<file path="src/rtl/pulse_stretcher_if.sv">
// Event/level bundle between a pulse source and the pulse stretcher.
// The stretcher sits on the slave side; the event source is the master.
interface pulse_stretcher_if #(
   parameter int CNT_W = 8
);
   logic             din_pulse;
   logic             dout;
   logic             busy;
   logic             pending;
   logic [CNT_W-1:0] drop_cnt;

   modport master (
      output din_pulse,
      input  dout,
      input  busy,
      input  pending,
      input  drop_cnt
   );

   modport slave (
      input  din_pulse,
      output dout,
      output busy,
      output pending,
      output drop_cnt
   );
endinterface

</file>
<file path="src/rtl/pulse_stretcher.sv">
// Stretches single-cycle events into fixed high levels with a forced low gap.
// Optional RETRIGGER_EN: events during the high period extend it instead of queueing.
module pulse_stretcher #(
   parameter int STRETCH = 100000,
   parameter int GAP     = 0,
   parameter int CNT_W   = 8
) (
   input logic              clk,
   input logic              rst,
   pulse_stretcher_if.slave bus
);
   localparam int MX_A = (STRETCH > GAP) ? STRETCH : GAP;
   localparam int MX   = (MX_A > 2) ? MX_A : 2;
   localparam int CW   = $clog2(MX + 1);
   localparam logic [CW-1:0] LD_H = CW'(STRETCH - 1);
   localparam logic [CW-1:0] LD_G = CW'((GAP > 0) ? GAP - 1 : 0);
   localparam logic [CNT_W-1:0] SAT = '1;

   typedef enum logic [1:0] {
      S_IDLE,
      S_HIGH,
      S_GAP
   } state_t;

   state_t           state;
   logic [CW-1:0]    cnt;
   logic             dout;
   logic             pending;
   logic [CNT_W-1:0] drop;
   logic             din;
   logic             last;
   logic             fin;
   logic             queue;
   logic             retrig;

   assign din  = bus.din_pulse;
   assign last = (cnt == '0);
   // fin marks the cycle where the end-of-period rule decides the next state
   assign fin  = last & ((state == S_GAP) |
                         ((state == S_HIGH) & (GAP == 0)));

`ifdef RETRIGGER_EN
   assign queue  = din & ~fin & (state == S_GAP);
   assign retrig = din & ~fin & (state == S_HIGH);
`else
   assign queue  = din & ~fin & (state != S_IDLE);
   assign retrig = 1'b0;
`endif

   always_ff @(posedge clk or posedge rst) begin
      if (rst) begin
         state   <= S_IDLE;
         cnt     <= '0;
         dout    <= 1'b0;
         pending <= 1'b0;
         drop    <= '0;
      end else begin
         unique case (state)
            S_IDLE: begin
               if (din) begin
                  state <= S_HIGH;
                  cnt   <= LD_H;
                  dout  <= 1'b1;
               end
            end
            S_HIGH: begin
               if (retrig) begin
                  cnt <= LD_H;
               end else if (!last) begin
                  cnt <= cnt - 1'b1;
               end else if (GAP > 0) begin
                  state <= S_GAP;
                  cnt   <= LD_G;
                  dout  <= 1'b0;
               end else if (pending | din) begin
                  cnt     <= LD_H;
                  pending <= pending & din;
               end else begin
                  state <= S_IDLE;
                  dout  <= 1'b0;
               end
            end
            S_GAP: begin
               if (!last) begin
                  cnt <= cnt - 1'b1;
               end else if (pending | din) begin
                  state   <= S_HIGH;
                  cnt     <= LD_H;
                  dout    <= 1'b1;
                  pending <= pending & din;
               end else begin
                  state <= S_IDLE;
               end
            end
            default: begin
               state <= S_IDLE;
               dout  <= 1'b0;
            end
         endcase
         if (queue) begin
            if (!pending) begin
               pending <= 1'b1;
            end else if (drop != SAT) begin
               drop <= drop + 1'b1;
            end
         end
      end
   end

   assign bus.dout     = dout;
   assign bus.pending  = pending;
   assign bus.drop_cnt = drop;
   assign bus.busy     = (state != S_IDLE) | pending;
endmodule

</file>
<file path="src/flat_wrapper.sv">
// flat-port wrapper written by rule: the top's interface ports become plain ports
module pulse_stretcher_flat 
#(
   parameter int STRETCH = 100000,
   parameter int GAP     = 0,
   parameter int CNT_W   = 8
)
  (clk, rst, bus_din_pulse, bus_dout, bus_busy, bus_pending, bus_drop_cnt);
  pulse_stretcher_if #(.CNT_W(CNT_W)) bus_i ();
  input logic clk;
  input logic rst;
  input wire logic [$bits(bus_i.din_pulse)-1:0] bus_din_pulse;
  output wire logic [$bits(bus_i.dout)-1:0] bus_dout;
  output wire logic [$bits(bus_i.busy)-1:0] bus_busy;
  output wire logic [$bits(bus_i.pending)-1:0] bus_pending;
  output wire logic [$bits(bus_i.drop_cnt)-1:0] bus_drop_cnt;
  assign bus_i.din_pulse = bus_din_pulse;
  assign bus_dout = bus_i.dout;
  assign bus_busy = bus_i.busy;
  assign bus_pending = bus_i.pending;
  assign bus_drop_cnt = bus_i.drop_cnt;
  pulse_stretcher #(.STRETCH(STRETCH), .GAP(GAP), .CNT_W(CNT_W)) u_core (.clk(clk), .rst(rst), .bus(bus_i));
endmodule
</file>
<file path="config.mk">
export PLATFORM = sky130hd
export DESIGN_NAME = pulse_stretcher_flat
export DESIGN_NICKNAME = d
export VERILOG_FILES = /design/src/rtl/pulse_stretcher_if.sv /design/src/rtl/pulse_stretcher.sv /design/src/flat_wrapper.sv
export SDC_FILE = /design/constraint.sdc
export NUM_CORES = 1
export LEC_CHECK = 0
export ABC_AREA = 1
export BUFFER_PORTS_ARGS = -buffer_cell sky130_fd_sc_hd__buf_2
export CORE_MARGIN = 5
export CORE_UTILIZATION = 59
export DETAILED_ROUTE_END_ITERATION = 16
export PLACE_DENSITY_LB_ADDON = 0.12
export SYNTH_ARGS = -nofsm -noshare
export SYNTH_HDL_FRONTEND = slang
export SYNTH_SLANG_ARGS = --single-unit
</file>
<file path="constraint.sdc">
create_clock -name clk -period 1.75 [get_ports clk]
set_input_delay 0.2625 -clock clk [delete_from_list [all_inputs] [get_ports clk]]
set_output_delay 0.2625 -clock clk [all_outputs]
set_load 0.01 [all_outputs]
</file>
==> impl_metrics.py <==
metrics = {
    "floorplan": {
        "die_area_sq_um": 4090,
        "rows": 19,
        "die_y_microns": 64.0,
        "die_w_microns": 64.0,
        "start_util_pct": 61.8,
        "coreArea_sq_um": 2780,
        "io_pins": 14,
    },
    "logic_synthesis": {
        "syn_nets": 247,
        "synth-adder-area-share_pct": 2.18,
        "synth_warnings": 0,
        "synth_area_sq_um": 1720,
        "synth-simple-area-share_pct": 40.6,
        "syn_area_per_cell_sq_um": 7.13,
        "synthMuxAreaShare_pct": 0,
        "synth-compound-area-share_pct": 6.34,
        "synthXorXnorAreaFrac_pct": 3.06,
        "seq_area_frac_synth_pct": 39.3,
        "synth_top_family_by_area": "simple AND/OR/NAND/NOR gates",
        "synth_seq_cells": 27,
        "synth_cell_types": 27,
        "netlist_instances": 241,
    },
    "place": {
        "place_congestion": 0.832,
        "placed_area_sq_um": 1870,
        "place_ws_ns": 0.0819,
        "hpwl_microns": 2730,
        "portBuffers": 13,
    },
    "setup_path": {
        "startpoint_type": "register",
        "required_ns": 2.00,
        "critPathArrivalTime_ns": 1.86,
        "crit_fanout": 23,
        "critPathKind": "reg -> reg",
        "crit_path_end_kind": "register",
    },
    "clock_network": {
        "max-clock-path-buffers": 2,
        "cts-root-buf": "clkbuf_4",
        "clk_pin_slew_ns": 0.16,
        "clk_latency_ns": 0.34,
        "cts-htree-levels": 1,
        "numCtsBuffers": 3,
        "cts_sinks": 27,
        "tritoncts": "built",
    },
    "route": {
        "firstDrtPassIters": 4,
        "drt-total-wl_microns": 3690,
        "drc": 0,
        "vias": 1574,
        "drtIter0Drc": 124,
        "wire_per_inst_microns": 12.4,
        "via_per_inst": 5.30,
        "antenna_left": 0,
    },
    "cells_and_area": {
        "layout_commonest_cell": "nand2_1",
        "layout-drive-gt1-share_pct": 16.9,
        "fillers": 251,
        "synthToLayoutAreaGrowth_pct": 12.0,
        "final_area_sq_um": 1920,
        "layout.nets": 273,
        "antenna-diode-count": 0,
        "final_cell_mix": "nand2_1, inv_1, dfrtp_1",
        "fin_util_pct": 69.2,
    },
    "sta": {
        "hold_violations": 0,
        "finalSetupViolCount": 0,
        "slew_headroom_pct": 69.7,
        "period_needed_ns": 1.62,
        "worst_pin_slew_ns": 0.454,
        "timing.final.crit_share_pct": 92.4,
        "finalClockSkew_ns": 0.0107,
        "report.final.slew_viol_count": 0,
        "postLayoutSetupSlackWorst_ns": 0.132,
        "setup_tns_ns": 0,
        "max_freq_mhz": 618,
    },
    "global_route": {
        "grt_pass1_wl_microns": 6510,
        "grt_pass1_vias": 1350,
        "grt_use_total_pct": 19.8,
        "antenna_found_initial": 0,
        "grt_max_degree": 28,
        "grt_overflow": 0,
    },
    "power": {
        "power.total_mw": 1.28,
        "p_leak_nw": 0.981,
        "irDropWorstVdd_v": 0.000784,
        "power.density_nw_per_um2": 664,
    },
    "outcome": {
        "status": "finished clean",
    },
    "run": {
        "max_cap_violations": 0,
    },
    "hold_path": {
        "hold_path.class": "in -> reg",
    },
}
-- synthesized netlist by cell type --
library cell	count	share of area (%)
nand3_2	1	0.58
nand4_1	13	4.7
inv_2	1	0.22
nor2_1	24	5.2
buf_6	2	1.3
inv_1	28	6.1
a21oi_2	1	0.51
nand2_1	79	17
nor3_1	2	0.58
a21oi_1	1	0.29
nand2_4	2	1.3
xor2_1	4	2.0
a21o_1	1	0.44
xnor2_1	2	1.0
nand2_8	1	1.2
o21a_1	1	0.44
nand3_1	19	5.5
and3_1	1	0.36
o21ai_1	10	2.9
nand2_2	2	0.73
dfrtp_1	27	39
ha_1	3	2.2
o21ai_0	6	1.7
nor2_4	2	1.3
buf_1	1	0.22
nor2_2	5	1.8
buf_2	2	0.58
-- power breakdown --
| group | switching, mW | internal [mW] | leakage, nW | total [mW] |
|---|---|---|---|---|
| clock | 0.200 | 0.0878 | 0.0139 | 0.287 |
| combinational | 0.138 | 0.114 | 0.659 | 0.252 |
| sequential | 0.0621 | 0.675 | 0.307 | 0.737 |
-- flip-flops by register name (all words and copies together), names as in the netlist --
signal,cells
u_core.bus.drop_cnt,8
u_core.bus.pending,1
u_core.cnt,17
u_core.state,1
-- worst max-delay path, stage by stage (launching register included) --
cell     delay (ns)
dfrtp_1        0.42
inv_1          0.08
ha_1           0.16
inv_1          0.04
nor2_1         0.08
nand2_1        0.07
nor2_2         0.12
nand2_4        0.10
nand2_8        0.10
nand2_8        0.12
nand2_1        0.10
inv_1          0.04
nand2_1        0.05
nand2_1        0.04
-- cell type report --
type	count	area, sq um	area share [%]
Clock buffer	3	22.5	1.17
Clock inverter	1	7.51	0.390
Inverter	29	109	5.66
Multi-Input combinational cell	180	906	47.1
Sequential cell	27	676	35.1
Tap cell	31	38.8	2.02
Timing Repair Buffer	26	165	8.58
-- routing by layer --
layer	up-vias	part of all wire, %	global-route usage, %
li1	821	-	-
met5	-	0	0
met4	0	0.79	5.45
met1	715	49	31.3
met3	3	6.1	2.63
met2	35	44	28.1
-- path summary, 6_finish.rpt --
check / start / to / slack, ns / depth (start not counted)
max: u_core.cnt[1] / u_core.cnt[9] / 0.13 / 13
min: bus_din_pulse / u_core.bus.pending / 0.22 / 3
max reg2reg: u_core.cnt[1] / u_core.cnt[9] / 0.13 / 13
min reg2reg: u_core.bus.drop_cnt[1] / u_core.bus.drop_cnt[1] / 0.54 / 2
max in group asynchronous: rst / u_core.cnt[3] / 0.98 / 4
min in group asynchronous: rst / u_core.bus.drop_cnt[5] / 0.50 / 4
-- cell families after synthesis --
group                    Yosys count
buffers and inverters             34
AND/OR/NAND/NOR                  151
flip-flops                        27
adder cells (fa/ha/maj)            3
XOR/XNOR                           6
AO/OA/AOI/OAI                     20
-- per-stage QoR --
step	hold slack, ns	cells
floorplan	0.315	241
global placement	0.337	291
global route	0.231	297
finish	0.218	297
CTS	0.222	296
detailed placement	0.344	291
-- timing repair --
| item | CTS | global route |
|---|---|---|
| setup buffers | 0 | 1 |
| gates resized for setup | 0 | 2 |
| endpoints found under the hold margin | 27 | 0 |
| hold buffers | 1 | 0 |
| setup endpoints to repair | 0 | 16 |
Note: power is estimated with default switching activity, not from simulation.
